**config.mk**
```make
export PLATFORM = sky130hd
export DESIGN_NAME = systolic_feeder
export DESIGN_NICKNAME = d
export VERILOG_FILES = /design/src/rtl/systolic_feeder.sv
export SDC_FILE = /design/constraint.sdc
export NUM_CORES = 1
export LEC_CHECK = 0
export BUFFER_PORTS_ARGS = -buffer_cell sky130_fd_sc_hd__clkbuf_2
export CORE_MARGIN = 2
export CORE_UTILIZATION = 55
export DETAILED_ROUTE_END_ITERATION = 16
export GPL_TIMING_DRIVEN = 0
export HOLD_SLACK_MARGIN = 0.15
export PLACE_DENSITY_LB_ADDON = 0.3
export SYNTH_ARGS = -nofsm -noshare
export SYNTH_HDL_FRONTEND = slang
export SYNTH_SLANG_ARGS = --single-unit
export TNS_END_PERCENT = 30
```
**constraint.sdc**
```tcl
create_clock -name clk -period 14.7 [get_ports clk]
set_input_delay 3.675 -clock clk [delete_from_list [all_inputs] [get_ports clk]]
set_output_delay 3.675 -clock clk [all_outputs]
set_load 0.01 [all_outputs]
```
**src/rtl/systolic_feeder.sv**
```systemverilog
// Edge feeder for an N x N systolic array: one A column and one B row per beat,
// with lane i delayed by i cycles so operands meet diagonally, and a zero flush at stream end.
module systolic_feeder #(
  parameter int DATA_WIDTH = 8,
  parameter int N          = 4
) (
  input  logic                    clk,
  input  logic                    rst,
  input  logic                    in_valid,
  output logic                    in_ready,
  input  logic                    in_last,
  input  logic [N*DATA_WIDTH-1:0] a_vec,
  input  logic [N*DATA_WIDTH-1:0] b_vec,
  output logic [N*DATA_WIDTH-1:0] left_out,
  output logic [N*DATA_WIDTH-1:0] top_out,
  output logic [N-1:0]            left_vld,
  output logic [N-1:0]            top_vld,
  output logic                    busy,
  output logic                    done
);

  // Zeros must travel until the last operand pair reaches PE(N-1,N-1).
  localparam int FLUSH_LEN = 2 * N - 1;
  localparam int CW        = $clog2(FLUSH_LEN + 1);
  localparam logic [CW-1:0] CNT_LAST = CW'(FLUSH_LEN - 1);

  typedef enum logic [1:0] {
    IDLE,
    FEED,
    FLUSH
  } state_t;

  state_t          state;
  logic [CW-1:0]   flush_cnt;
  logic            accept;

  assign in_ready = (state != FLUSH);
  assign busy     = (state != IDLE);
  assign accept   = in_valid && in_ready;

  // NOTE: sequential state uses non-blocking assignments so every register
  // samples pre-edge values regardless of statement order.
  always_ff @(posedge clk or posedge rst) begin
    if (rst) begin
      state     <= IDLE;
      flush_cnt <= '0;
      done      <= 1'b0;
    end else begin
      done <= 1'b0;
      case (state)
        IDLE, FEED: begin
          if (accept) begin
            if (in_last) begin
              state     <= FLUSH;
              flush_cnt <= '0;
              done      <= (FLUSH_LEN == 1);
            end else begin
              state <= FEED;
            end
          end
        end
        FLUSH: begin
          if (flush_cnt == CNT_LAST) begin
            state <= IDLE;
          end else begin
            flush_cnt <= flush_cnt + 1'b1;
            done      <= (flush_cnt + 1'b1 == CNT_LAST);
          end
        end
        default: state <= IDLE;
      endcase
    end
  end

  // Lane i owns i+1 stages; stage 0 takes the new element or a zero bubble.
  for (genvar i = 0; i < N; i++) begin : g_lane
    logic [i:0][DATA_WIDTH-1:0] a_d;
    logic [i:0][DATA_WIDTH-1:0] b_d;
    logic [i:0]                 a_v;
    logic [i:0]                 b_v;

    // NOTE: the skew stages are reset explicitly because a mid-stream reset
    // must discard every operand still in flight, not just the control state.
    always_ff @(posedge clk or posedge rst) begin
      if (rst) begin
        a_d <= '0;
        b_d <= '0;
        a_v <= '0;
        b_v <= '0;
      end else begin
        a_d[0] <= accept ? a_vec[i*DATA_WIDTH +: DATA_WIDTH] : '0;
        b_d[0] <= accept ? b_vec[i*DATA_WIDTH +: DATA_WIDTH] : '0;
        a_v[0] <= accept;
        b_v[0] <= accept;
        for (int s = 1; s <= i; s++) begin
          a_d[s] <= a_d[s-1];
          b_d[s] <= b_d[s-1];
          a_v[s] <= a_v[s-1];
          b_v[s] <= b_v[s-1];
        end
      end
    end

    assign left_out[i*DATA_WIDTH +: DATA_WIDTH] = a_d[i];
    assign top_out[i*DATA_WIDTH +: DATA_WIDTH]  = b_d[i];
    assign left_vld[i]                          = a_v[i];
    assign top_vld[i]                           = b_v[i];
  end

endmodule

```
==> impl_metrics.ini <==
[routing]
via_per_inst = 4.417
antenna_left = 0
wl_per_cell_um = 13.81
wirelength_um = 8716
first_pass_iters = 4
drt_iter0_drc = 68
dr_total_vias = 2787
drc = 0

[cells_and_area]
multiInputGateArea_um2 = 565.5
antennaDiodeCount = 0
areaGrowthSynthToFinish_pct = 28.09
final_common_cell = dfrtp_1
drive_gt1_share_pct = 46.61
nFillCells = 632
layout.cells.non_filler = 631
mostFrequentLayoutCells = dfrtp_1, clkbuf_2, and3_1, buf_4, clkbuf_16
seq_area_mm2 = 0.004254
layout.nets = 561

[clocking]
cts_tree = built
htree_num_levels = 4
cts_hold_buf = 0
clock-sinks = 170
cts_resized = 0
root_buffer = clkbuf_8
clock_path_buffers = 2
cts_buffers = 17
clock_latency_ns = 0.50
cts_setup_buffers = 0
clk_pin_slew_ns = 0.07

[worst_setup_path]
path_delay_family = buffers and inverters
crit_path_max_fanout = 10
endpoint_kind = primary output
start_kind = flip-flop
crit_chain = nand2b_1 > buf_6 > buf_2 > clkbuf_2
cp_data_required_time_ns = 11.02
worst-setup-path-type = reg -> out
arrival_ns = 1.60
cpPeakStageDelay_ns = 0.45
critPathBufInv = 3
cp_slowest_cell = dfrtp_1

[power_and_ir_drop]
cellPowerDensity_mw_per_mm2 = 175.5
p_int_w = 0.0008899
max-vdd-ir-drop_mv = 0.09714
switching_share_pct = 25.41
power_w = 0.001193
p_leak_nw = 3.878
power.switching_w = 0.0003032
power_frac_seq_pct = 48.0
pwr-share-clk_pct = 36.1
comb_power_share_pct = 15.9

[grt]
grt_pass1_vias = 2838
grt_start_max_net_pins = 87
track_usage_pct = 17.73
grt_pass1_wl_um = 13630
overflow = 0
antenna_found_initial = 0

[yosys]
ys_async_sr_fraction_pct = 100.0
synth_seq_area_share_pct = 80.13
avgSynthCellArea_um2 = 16.19
synth-edff-count = 0
synth_seq_cells = 170
synthFlopType = dfrtp_1
synthCells = 328
synth.distinct_cells = 22
syn_area_mm2 = 0.005309
ys.warnings.count = 0
syn_nets = 399

[sta]
slew_viol_final = 0
whs_ns = 0.3430
slew_headroom_pct = 50.61
max_freq_ghz = 0.1896
finalHoldViolations = 0
fin_crit_sh_pct = 35.87
finClkSkew_ns = 0.01295
setup_viol = 0
rsz0062_at_grt = false
tns_ns = 0
worst_slew_pin_slew_ns = 0.7408
period_needed_ns = 5.274

[floorplan]
core_mm2 = 0.009284
fp-row-count = 35
dieArea_mm2 = 0.01045
start_util_pct = 57.18
die_w_um = 102.2
io_pins = 143
die_y_um = 102.2

[placed_design]
place_congestion = 0.6717
place_inst = 600
io_buffers = 142
dpl.hpwl_um = 5646

[status]
status = finished clean

[run]
max_cap_viol_count = 0

[min_path]
hold_path.class = reg -> reg
[path summary, 6_finish.rpt]
path / startpoint / endpoint / slack [ns] / cells after the start
worst max-delay path: state[1] / in_ready / 9.43 / 4
worst min-delay path: g_lane[2].b_d[6] / g_lane[2].b_d[14] / 0.34 / 0
worst max register to register: flush_cnt[0] / flush_cnt[1] / 13.18 / 5
worst min register to register: g_lane[2].b_d[6] / g_lane[2].b_d[14] / 0.34 / 0
max in group asynchronous: rst / done / 10.55 / 3
min in group asynchronous: rst / g_lane[2].b_d[8] / 3.31 / 2
[cell families after synthesis]
kind of cell,Yosys count,share of synthesized area [%]
AND/OR/NAND/NOR,74,8.602
buffers and inverters,73,9.215
flip-flops,170,80.13
multiplexers,1,0.2827
AO/OA/AOI/OAI,7,1.061
adder cells (fa/ha/maj),3,0.7071
[sequential cells by signal (all words and copies together), names as in the netlist]
register / count
g_lane.b_d: 56
top_out: 24
done: 1
left_out: 24
g_lane.a_d: 56
flush_cnt: 3
g_lane.a_v: 1
g_lane.b_v: 3
state: 2
[worst register-to-register path, stage by stage (launching register included)]
cell     delay, ns
dfrtp_1       0.41
inv_1         0.08
ha_1          0.22
and2_1        0.18
o22ai_4       0.20
mux2_4        0.32
[synthesized netlist by cell type (2+ instances only)]
cell | instances | area [µm²]
dfrtp_1 | 170 | 4254
and3_1 | 64 | 400.4
buf_4 | 53 | 397.9
clkbuf_1 | 12 | 45.04
inv_1 | 5 | 18.77
ha_1 | 3 | 37.54
a21oi_1 | 2 | 10.01
and2_1 | 2 | 12.51
buf_6 | 2 | 22.52
nor2_1 | 2 | 7.510
nor3b_1 | 2 | 15.01
[final cells by class]
type	count	share of cell area, %
buffer	68	6.918
sequential	170	62.56
timing repair buffer	143	10.86
clock buffer	18	6.293
tap	129	2.374
inverter	5	0.3496
multi-input combinational	85	8.316
clock inverter	13	2.337
[layer usage]
| layer | up-vias | global-route usage, % | share of wire, % |
|---|---|---|---|
| met5 | - | 0 | 0 |
| met4 | 0 | 6.462 | 0.48 |
| met3 | 2 | 5.677 | 5.2 |
| met2 | 89 | 29.71 | 54 |
| met1 | 1365 | 21.86 | 41 |
| li1 | 1331 | - | - |
[power groups by stage]
stage	Clock (W)	Combinational, W	Sequential, W
after floorplan	0	0.000120	0.000577
after global placement	0	0.000186	0.000575
after detailed placement	0	0.000192	0.000581
after CTS	0.000440	0.000194	0.000574
after global routing	0.000463	0.000211	0.000581
final	0.000431	0.000190	0.000572
[metrics by stage]
stage | setup WS (ns) | utilization, % | instance area, µm²
2_1_floorplan | 6.422 | - | 5309
3_3_place_gp | 5.142 | 66.58 | 6181
3_5_place_dp | 9.861 | 66.93 | 6213
4_1_cts | 9.395 | 73.25 | 6800
5_1_grt | 9.333 | 73.25 | 6800
6_report | 9.426 | 73.25 | 6800
No activity file was read; power rests on OpenSTA's default activity.
